$ cat src/rtl/sop_lut_sweeper.sv
// sop_lut_sweeper: run-time programmable truth-table evaluator with a
// backpressured sweep engine that walks every input and counts minterms.
module sop_lut_sweeper #(
   parameter int                   N_IN    = 3,
   parameter logic [2**N_IN-1:0]   TT_INIT = 8'b11000110
) (
   input  logic                 clk,
   input  logic                 rst_n,
   input  logic                 tt_wr,
   input  logic [2**N_IN-1:0]   tt_data,
   input  logic                 eval_valid,
   input  logic [N_IN-1:0]      eval_in,
   output logic                 out_valid,
   output logic                 out_s,
   input  logic                 sweep_start,
   output logic                 busy,
   output logic                 sw_valid,
   input  logic                 sw_ready,
   output logic [N_IN-1:0]      sw_idx,
   output logic                 sw_s,
   output logic                 done,
   output logic [N_IN:0]        ones_count
);

   localparam logic [N_IN-1:0] IDX_LAST = '1;

   typedef enum logic [1:0] {
      IDLE  = 2'd0,
      SWEEP = 2'd1,
      DONE  = 2'd2
   } state_t;

   state_t              state;
   state_t              state_nx;
   logic [2**N_IN-1:0]  tt;
   logic [N_IN-1:0]     idx;
   logic                idle;
   logic                beat;

   assign idle = (state == IDLE);
   assign beat = sw_valid & sw_ready;

   always_ff @(posedge clk or negedge rst_n) begin
      if (!rst_n) begin
         state <= IDLE;
      end else begin
         state <= state_nx;
      end
   end

   always_comb begin
      state_nx = state;
      unique case (state)
         IDLE:    if (sweep_start) state_nx = SWEEP;
         SWEEP:   if (sw_ready && idx == IDX_LAST) state_nx = DONE;
         DONE:    state_nx = IDLE;
         default: state_nx = IDLE;
      endcase
   end

   always_comb begin
      busy     = 1'b0;
      sw_valid = 1'b0;
      done     = 1'b0;
      sw_idx   = idx;
      sw_s     = 1'b0;
      unique case (state)
         SWEEP: begin
            busy     = 1'b1;
            sw_valid = 1'b1;
            sw_s     = tt[idx];
         end
         DONE: begin
            busy = 1'b1;
            done = 1'b1;
         end
         default: ;
      endcase
   end

   // A write on the start edge lands before the first beat reads tt
   always_ff @(posedge clk or negedge rst_n) begin
      if (!rst_n) begin
         tt         <= TT_INIT;
         idx        <= '0;
         ones_count <= '0;
      end else begin
         if (tt_wr && idle) tt <= tt_data;
         if (idle && sweep_start) begin
            idx        <= '0;
            ones_count <= '0;
         end else if (beat) begin
            idx        <= idx + N_IN'(1);
            ones_count <= ones_count + (N_IN+1)'(sw_s);
         end
      end
   end

   // Eval reads the table as it was before any same-edge write
   always_ff @(posedge clk or negedge rst_n) begin
      if (!rst_n) begin
         out_valid <= 1'b0;
         out_s     <= 1'b0;
      end else begin
         out_valid <= eval_valid;
         if (eval_valid) out_s <= tt[eval_in];
      end
   end

endmodule
$ cat config.mk
export PLATFORM = sky130hd
export DESIGN_NAME = sop_lut_sweeper
export DESIGN_NICKNAME = d
export VERILOG_FILES = /design/src/rtl/sop_lut_sweeper.sv
export SDC_FILE = /design/constraint.sdc
export NUM_CORES = 1
export LEC_CHECK = 0
export CAP_MARGIN = 20
export CORE_ASPECT_RATIO = 0.9
export CORE_MARGIN = 1.5
export CORE_UTILIZATION = 45
export DETAILED_ROUTE_END_ITERATION = 7
export PLACE_DENSITY = 0.81
export RECOVER_POWER = 50
export SETUP_SLACK_MARGIN = 0.02
export SKIP_CTS_REPAIR_TIMING = 1
export SLEW_MARGIN = 10
export SYNTH_ARGS = -nofsm -noshare
export SYNTH_HDL_FRONTEND = slang
export SYNTH_SLANG_ARGS = --single-unit
$ cat constraint.sdc
create_clock -name clk -period 5.49 [get_ports clk]
set_input_delay 1.098 -clock clk [delete_from_list [all_inputs] [get_ports clk]]
set_output_delay 1.098 -clock clk [all_outputs]
set_load 0.02 [all_outputs]
==> reports/metrics.cfg, run 1 <==
[status]
status = completed

[cts]
clk-insertion-delay-late_ns = 0.31
clk_path_buf_depth = 2
clk_pin_slew_ns = 0.11
cts.htree.levels = 1
cts_tree = built
numCtsBuffers = 3
clock_sinks = 19
cts-root-buf = clkbuf_4

[finish]
area_growth_pct = 32.63
n_antenna_cell = 0
stdcell_count = 138
nets = 138
fin_util_pct = 62.44
layout_common_cells = clkdlybuf4s50_1, dfrtp_1, ha_1, mux2_2, nand2_1
final_cell_area_mm2 = 0.001338
drive_gt1_share_pct = 17.12
mostFrequentLayoutCell = clkdlybuf4s50_1

[placement]
dp.cells = 134
io_buffers = 29
dp_hpwl_um = 1608
place_area_mm2 = 0.001313
gp_congestion = 0.7507

[pwr]
p_per_area_mw_per_mm2 = 478.5
leakage_nw = 0.5860
design_power_total_uw = 640.0
ir_worst_vdd_mv = 0.2563

[detailed_routing]
drt-total-wl_um = 2076
vias = 749
routed_via_density = 5.428
drt_iter0_drc = 12
firstDrtPassIters = 4
ant_nets = 0
drc = 0
route.detailed.wl_per_inst_um = 15.04

[global_routing]
grt_first_pass_wirelength_um = 3201
grt-ovfl-total = 0
gr-usage-all-layers_pct = 18.14
grt_pass1_vias = 726
antenna_found_initial = 0
grt_max_degree = 20

[setup_path]
path_class = reg2out
cp.arrival_ns = 2.08
r2r_setup_slack_ns = 3.44
cp_slowest_cell = clkdlybuf4s50_1
cpPeakStageDelay_ns = 0.54
cp-end-kind = output pin
crit_required_ns = 4.39
cp.buffers_inverters = 1
crit_fanout = 5
cp-start-kind = flop
crit_family = multiplexers
crit_chain = mux4_2, mux2i_1, nor2b_1, clkdlybuf4s50_1

[timing]
max_freq_mhz = 314.2
tightestPinTransition_ns = 0.8463
fin_skew_ns = 0.0006812
period_share_pct = 57.97
final_max_slew_viol_count = 0
tns_ns = 0
rsz0062_at_grt = no
hold_viol = 0
fin_crit_ns = 3.183
setup-violations-final = 0
slew_headroom_pct = 43.40

[synth]
ys_seq_area_share_pct = 47.64
synth.distinct_cells = 21
netlist_instances = 81
syn_area_per_cell_um2 = 12.45
synth_area_leaders = dfrtp_1, ha_1, dfstp_2
synth_warnings = 0
yosysTopAreaCell = dfrtp_1
netlist_area_mm2 = 0.001008
syn_nets = 107
ys_ff_latch = 19
synthDominantCellAreaShare_pct = 37.22

[floorplan]
io_pins = 30
die_h_um = 47.91
die_w_um = 52.90
std_cell_rows = 16
dieArea_mm2 = 0.002534
start_util_pct = 47.08
coreArea_mm2 = 0.002142

[min_path]
worst_hold_path_type = reg2reg

[run]
maxCapViolations = 0

-- metal layers --
metal | up-vias | GRT usage [%] | wire length [um] | part of all wire (%)
met5 | - | 0 | 0 | 0
met4 | 0 | 9.231 | 19 | 0.92
met3 | 2 | 3.750 | 107 | 5.2
met2 | 33 | 33.75 | 1155 | 56
met1 | 365 | 20.08 | 794 | 38
li1 | 349 | - | - | -
-- through the flow --
stage / worst slack (ns) / hold WS [ns]
after floorplan: 3.044 / 0.4849
after global placement: 2.684 / 0.4985
after detailed placement: 2.641 / 0.5193
after CTS: 2.279 / 0.5463
after global routing: 2.170 / 0.5576
final: 2.307 / 0.5445
-- report_power, final --
part	internal, mW	switching [mW]	leakage (nW)	total (mW)
sequential	0.204	0.0491	0.233	0.253
clock	0.0272	0.0462	0.0177	0.0735
combinational	0.169	0.144	0.335	0.313
total	0.401	0.239	0.586	0.640
-- cell families (layout without fill, tap and decap cells) --
kind of cell | after synthesis | after routing | synth area share (%)
AO/OA/AOI/OAI | 7 | 7 | 3.474
XOR/XNOR | 2 | 2 | 1.737
adder cells (fa/ha/maj) | 9 | 9 | 11.17
buffers and inverters | 6 | 36 | 3.101
flip-flops | 19 | 19 | 47.64
multiplexers | 19 | 19 | 23.82
AND/OR/NAND/NOR | 19 | 19 | 9.058
-- cells in the mapped netlist --
cell and instances:
dfrtp_1 15, ha_1 9, mux2_2 8, a21oi_1 6, mux2i_1 6, nand2_1 6
nand3_1 6, dfstp_2 4, inv_1 3, mux4_2 3, mux2_1 2, nor2_1 2
nor2b_1 2, xor2_1 2, and2_1 1, buf_2 1, buf_6 1, clkbuf_1 1
nand2_2 1, o21ai_0 1, or3_1 1
-- worst reg2reg max path, cell delays in order (launching register included) --
cell	delay (ns)
dfrtp_1	0.48
mux4_2	0.53
mux2i_1	0.14
nor2b_1	0.08
ha_1	0.20
ha_1	0.19
nand3_1	0.10
xor2_1	0.16
nor2_1	0.06
-- worst paths after layout --
kind                                 endpoint      start  cells past startpoint
worst max-delay path                     sw_s  sw_idx[0]                      4
worst min-delay path                    tt[3]      tt[3]                      1
worst max register to register  ones_count[2]  sw_idx[0]                      8
worst min register to register          tt[3]      tt[3]                      1
max in group asynchronous               tt[5]      rst_n                      1
min in group asynchronous               out_s      rst_n                      1
-- cell type report --
type | count | area (um2)
multi-input cells | 56 | 494.2
flip-flops and latches | 19 | 480.5
inverters | 3 | 11.26
clock inverters | 1 | 5.005
repair buffers | 29 | 290.3
clock buffers | 3 | 22.52
well taps | 27 | 33.78
fillers | 173 | 804.5
-- sequential cells by signal (all words and copies together) (netlist names) --
register    count
sw_idx          3
tt              8
out_s           1
state           2
out_valid       1
ones_count      4
(Power assumes the default switching activity.)
==> run 2: changes to the inputs <==
Clock period 5.49 ns to 3.15 ns, I/O delays scaled along.
==> run 2 against run 1 <==
  * Non-clock buffer count did not move
  * Register-to-register slack got worse by 2.3 ns
  * Clock power rose by 74%
  * First-iteration DRC count fell by 42%
  * Largest cell class unchanged
  * Combinational power rose by 74%
  * Critical endpoint unchanged
  * Count of clock-buffer cells in the layout did not move
  * Critical path type unchanged
  * Via count fell by 0.27%
  * Flip-flop and latch count did not move
  * Clock skew rose by 0.0044 ns
==> reports/metrics.cfg, run 2 (synthesis gave the netlist of run 1 again) <==
[status]
status = completed  ; unchanged

[cts]
cts_tree = built  ; unchanged
clock_sinks = 19  ; unchanged
numCtsBuffers = 3  ; unchanged
clk_path_buf_depth = 2  ; unchanged
clk-insertion-delay-late_ns = 0.31  ; about the same
clk_pin_slew_ns = 0.11  ; about the same
cts.htree.levels = 1  ; unchanged
cts-root-buf = clkbuf_4  ; unchanged

[floorplan]
io_pins = 30  ; unchanged
std_cell_rows = 16  ; unchanged
start_util_pct = 47.08  ; unchanged
die_h_um = 47.91  ; unchanged
dieArea_mm2 = 0.002534  ; unchanged
coreArea_mm2 = 0.002142  ; unchanged
die_w_um = 52.90  ; unchanged

[timing]
final_max_slew_viol_count = 0  ; unchanged
fin_crit_ns = 2.729
setup-violations-final = 0  ; unchanged
fin_skew_ns = 0.005070  ; was 0.0006812 ns
max_freq_mhz = 366.4
rsz0062_at_grt = no  ; unchanged
tns_ns = 0  ; unchanged
slew_headroom_pct = 41.73  ; was 43.40%
tightestPinTransition_ns = 0.8711  ; was 0.8463 ns
period_share_pct = 86.64
hold_viol = 0  ; unchanged
whs_ns = 0.5412  ; was 0.5445 ns

[detailed_routing]
drt_iter0_drc = 7  ; was 12
route.detailed.wl_per_inst_um = 15.25  ; was 15.04 um
routed_via_density = 5.413  ; was 5.428
vias = 747  ; was 749
ant_nets = 0  ; unchanged
drc = 0  ; unchanged
drt-total-wl_um = 2104  ; was 2076 um
firstDrtPassIters = 4  ; unchanged

[global_routing]
gr-usage-all-layers_pct = 18.57  ; was 18.14%
grt_pass1_vias = 694  ; was 726
globalRouteMet2Util_pct = 32.25  ; was 33.75%
grt-ovfl-total = 0  ; unchanged
grt_first_pass_wirelength_um = 3174  ; was 3201 um
antenna_found_initial = 0  ; unchanged
grt_max_degree = 20  ; unchanged
grt_use_met1_pct = 21.91  ; was 20.08%
grt.busiest_layer = met2  ; unchanged
use_met3_pct = 3.750  ; unchanged

[setup_path]
path_class = reg2out  ; unchanged
crit_chain = mux4_2, mux2i_1, nor2b_1, clkdlybuf4s50_1  ; unchanged
cpPeakStageDelay_ns = 0.54  ; about the same
cp_slowest_cell = mux4_2  ; was clkdlybuf4s50_1
cp-end-kind = output pin  ; unchanged
crit_fanout = 5  ; unchanged
cp.arrival_ns = 2.10  ; was 2.08 ns
cp-start-kind = flop  ; unchanged
crit_required_ns = 2.52  ; was 4.39 ns

[pwr]
ir_worst_vdd_mv = 0.4620  ; was 0.2563 mV
design_power_total_mw = 1.117  ; was 640.0 uW
p_per_area_mw_per_mm2 = 834.8  ; was 478.5 mW/mm2
leakage_nw = 0.5854  ; was 0.5860 nW

[placement]
gp_congestion = 0.7507  ; unchanged
dp_hpwl_um = 1631  ; was 1608 um
io_buffers = 29  ; unchanged

[finish]
area_growth_pct = 32.63  ; unchanged
drive_gt1_share_pct = 17.12  ; unchanged
layout_common_cells = clkdlybuf4s50_1, dfrtp_1, ha_1, mux2_2, nand2_1  ; unchanged
nets = 138  ; unchanged
largest_reg_flops = 8  ; unchanged
max_flop_register = tt  ; unchanged
fill_cells = 173  ; unchanged
n_antenna_cell = 0  ; unchanged
fin_util_pct = 62.44  ; unchanged
mostFrequentLayoutCell = clkdlybuf4s50_1  ; unchanged

[run]
maxCapViolations = 0  ; unchanged

[min_path]
worst_hold_path_type = reg2reg  ; unchanged

==> run 2: layout make-up <==
cell class | count | area [um2] | share of cell area (%)
well taps | 27 | 33.78 | 2.526
flip-flops and latches | 19 | 480.5 | 35.92
repair buffers | 29 | 290.3 | 21.70
clock buffers | 3 | 22.52 | 1.684
clock inverters | 1 | 5.005 | 0.3742
inverters | 3 | 11.26 | 0.8419
multi-input cells | 56 | 494.2 | 36.95
==> run 2: layer usage <==
layer  wire (um)  up-vias
met1         855      369
met5           0        -
met3          88        5
met4          54        0
met2        1106       25
li1            -      348
==> run 2: final timing paths <==
kind	start	to	slack [ns]	cells past startpoint
setup / recovery	sw_idx[0]	sw_s	0.42	4
setup reg to reg	sw_idx[0]	ones_count[2]	1.10	8
hold / removal	tt[3]	tt[3]	0.54	1
hold reg to reg	tt[3]	tt[3]	0.54	1
max in group asynchronous	rst_n	state[0]	1.75	1
min in group asynchronous	rst_n	out_valid	0.87	1
==> run 2: worst max-delay path, delay by kind of cell (launching register included) <==
| kind | cells | cell delay (ns) |
|---|---|---|
| flops | 1 | 0.48 |
| mux | 2 | 0.68 |
| buf+inv | 1 | 0.54 |
| simple gates | 1 | 0.09 |
==> run 2: metrics by stage <==
step	worst slack [ns]	cells	instance area, um2
after floorplan	0.9617	81	1008
after global placement	0.8121	134	1313
after detailed placement	0.7680	134	1313
after CTS	0.4133	138	1340
after global routing	0.2909	138	1338
final	0.4209	138	1338
==> run 2: power breakdown <==
group	total (mW)	internal, mW	leakage, nW	switching, mW
logic	0.546	0.294	0.334	0.252
clock network	0.128	0.0475	0.0177	0.0804
registers	0.443	0.356	0.233	0.0868
total	1.12	0.698	0.585	0.419
==> run 3: changes to the inputs <==
Settings changed: CORE_MARGIN 1.5 to 5.
==> run 3 against run 2 <==
  * Maximum frequency rose by 1.6%
  * Total power is 0.98% lower
  * Final area about the same
  * Clock skew grew 0.0048 ns
  * Core utilization fell by 0.64 points
  * Global-route usage down 4.8 points
  * Flip-flop and latch count stayed put
  * Count of clock-buffer cells in the layout is 1 higher
  * Sequential share of layout area is essentially flat
  * Register-to-register slack improved by 0.02 ns
  * Combinational power shrank 0.9%
  * Critical path type unchanged
  * Largest power group unchanged
==> reports/metrics.cfg, run 3 (synthesis gave the netlist of run 1 again) <==
[finish]
area_growth_pct = 32.51  ; was 32.63%
regArea_um2 = 480.5  ; unchanged
layout_common_cells = clkdlybuf4s50_1, dfrtp_1, ha_1, mux2_2, nand2_1  ; unchanged
largest_reg_flops = 8  ; unchanged
multi_input_comb_area_um2 = 494.2  ; unchanged
max_flop_register = tt  ; unchanged
mostFrequentLayoutCell = clkdlybuf4s50_1  ; unchanged
drive_gt1_share_pct = 16.22  ; was 17.12%
fill_cells = 184  ; was 173
nets = 138  ; unchanged
n_antenna_cell = 0  ; unchanged

[global_routing]
grt-ovfl-total = 0  ; unchanged
grt.busiest_layer = met2  ; unchanged
grt_first_pass_wirelength_um = 3256  ; was 3174 um
globalRouteMet2Util_pct = 23.38  ; was 32.25%
gr-usage-all-layers_pct = 13.74  ; was 18.57%
grt_use_met1_pct = 14.99  ; was 21.91%
grt_max_degree = 20  ; unchanged
use_met3_pct = 6.265  ; was 3.750%
antenna_found_initial = 0  ; unchanged
grt_pass1_vias = 753  ; was 694

[timing]
fin_skew_ns = 0.009907  ; was 0.005070 ns
max_freq_mhz = 372.3  ; was 366.4 MHz
whs_ns = 0.5330  ; was 0.5412 ns
slew_headroom_pct = 43.12  ; was 41.73%
final_max_slew_viol_count = 0  ; unchanged
period_share_pct = 85.26  ; was 86.64%
tns_ns = 0  ; unchanged
setup-violations-final = 0  ; unchanged
hold_viol = 0  ; unchanged
fin_crit_ns = 2.686  ; was 2.729 ns
tightestPinTransition_ns = 0.8505  ; was 0.8711 ns
rsz0062_at_grt = no  ; unchanged

[pwr]
p_sw_uw = 406.2  ; was 418.9 uW
intPower_uw = 699.5  ; was 697.7 uW
clockPowerShare_pct = 11.2  ; was 11.5%
p_per_area_mw_per_mm2 = 827.4  ; was 834.8 mW/mm2
ir_worst_vdd_mv = 0.5289  ; was 0.4620 mV
p_comb_share_pct = 48.9  ; about the same
leakage_nw = 0.5827  ; was 0.5854 nW
swShare_pct = 36.74  ; was 37.52%
power_frac_seq_pct = 39.9  ; was 39.6%

[detailed_routing]
route.detailed.wl_per_inst_um = 14.41  ; was 15.25 um
drt_iter0_drc = 10  ; was 7
firstDrtPassIters = 2  ; was 4
routed_via_density = 5.246  ; was 5.413
drt-total-wl_um = 1988  ; was 2104 um
vias = 724  ; was 747
drc = 0  ; unchanged
ant_nets = 0  ; unchanged

[cts]
cts_tree = built  ; unchanged
numCtsBuffers = 3  ; unchanged
clk_path_buf_depth = 2  ; unchanged
clock_sinks = 19  ; unchanged
clk-insertion-delay-late_ns = 0.30  ; was 0.31 ns
clk_pin_slew_ns = 0.11  ; about the same
cts-root-buf = clkbuf_4  ; unchanged
cts.htree.levels = 1  ; unchanged

[setup_path]
crit_fanout = 5  ; unchanged
cp-start-kind = flop  ; unchanged
reg2reg_depth = 8  ; unchanged
cp.arrival_ns = 2.06  ; was 2.10 ns
crit_required_ns = 2.52  ; about the same
path_class = reg2out  ; unchanged
cp-end-kind = output pin  ; unchanged

[min_path]
hold_depth = 2  ; was 1
worst_hold_path_type = reg2reg  ; unchanged

[floorplan]
std_cell_rows = 16  ; unchanged
die_h_um = 54.91  ; was 47.91 um
coreArea_mm2 = 0.002162  ; was 0.002142 mm2
dieArea_mm2 = 0.003289  ; was 0.002534 mm2
die_w_um = 59.90  ; was 52.90 um
start_util_pct = 46.64  ; was 47.08%
io_pins = 30  ; unchanged

[run]
maxCapViolations = 0  ; unchanged

[status]
status = completed  ; unchanged

[placement]
dp_hpwl_um = 1607  ; was 1631 um
io_buffers = 29  ; unchanged
gp_congestion = 0.7854  ; was 0.7507

## run 3: changes by cell type in the layout (fill, tap and decap cells not counted)
| cell | previous run | this run |
|---|---|---|
| clkbuf_1 | 0 | 1 |
| clkinv_2 | 1 | 0 |
## run 3: final timing paths
path / from / endpoint / slack, ns
worst max-delay path: sw_idx[0] / sw_s / 0.46
worst min-delay path: out_s / out_s / 0.53
worst max register to register: sw_idx[0] / ones_count[2] / 1.12
worst min register to register: out_s / out_s / 0.53
max in group asynchronous: rst_n / sw_idx[1] / 1.75
min in group asynchronous: rst_n / ones_count[2] / 0.87
## run 3: routing by layer
| metal | part of all wire, % | wire (um) | up-vias |
|---|---|---|---|
| li1 | - | - | 344 |
| met1 | 40 | 790 | 358 |
| met2 | 51 | 1005 | 20 |
| met3 | 8.7 | 173 | 2 |
| met4 | 0.91 | 18 | 0 |
| met5 | 0 | 0 | - |
## run 3: area by class of cell
cell class | instances | share of cell area, %
Multi-Input combinational cell | 56 | 36.99
Sequential cell | 19 | 35.96
Timing Repair Buffer | 29 | 21.72
Tap cell | 27 | 2.528
Clock buffer | 4 | 1.966
Inverter | 3 | 0.8427
## run 3: power by group through the flow
| stage | clock (mW) | combinational, mW | sequential, mW |
|---|---|---|---|
| after floorplan | 0 | 0.342 | 0.452 |
| after global placement | 0 | 0.536 | 0.439 |
| after detailed placement | 0 | 0.552 | 0.448 |
| after CTS | 0.128 | 0.554 | 0.443 |
| after global routing | 0.139 | 0.591 | 0.458 |
| final | 0.124 | 0.541 | 0.441 |
## run 3: per-stage QoR
| step | util, % | power, mW | worst slack [ns] | instances | cell area [um2] |
|---|---|---|---|---|---|
| finish | 61.81 | 1.106 | 0.4642 | 138 | 1336 |
| floorplan | - | 0.7936 | 0.9617 | 81 | 1008 |
| global route | 61.81 | 1.188 | 0.3536 | 138 | 1336 |
| CTS | 61.92 | 1.124 | 0.4368 | 138 | 1339 |
| global placement | 60.71 | 0.9749 | 0.8086 | 134 | 1313 |
| detailed placement | 60.71 | 1.001 | 0.7744 | 134 | 1313 |
## run 3: critical path: stages (launching register included)
cell             delay [ns]
dfrtp_1                0.48
mux4_2                 0.54
mux2i_1                0.14
nor2b_1                0.08
clkdlybuf4s50_1        0.54
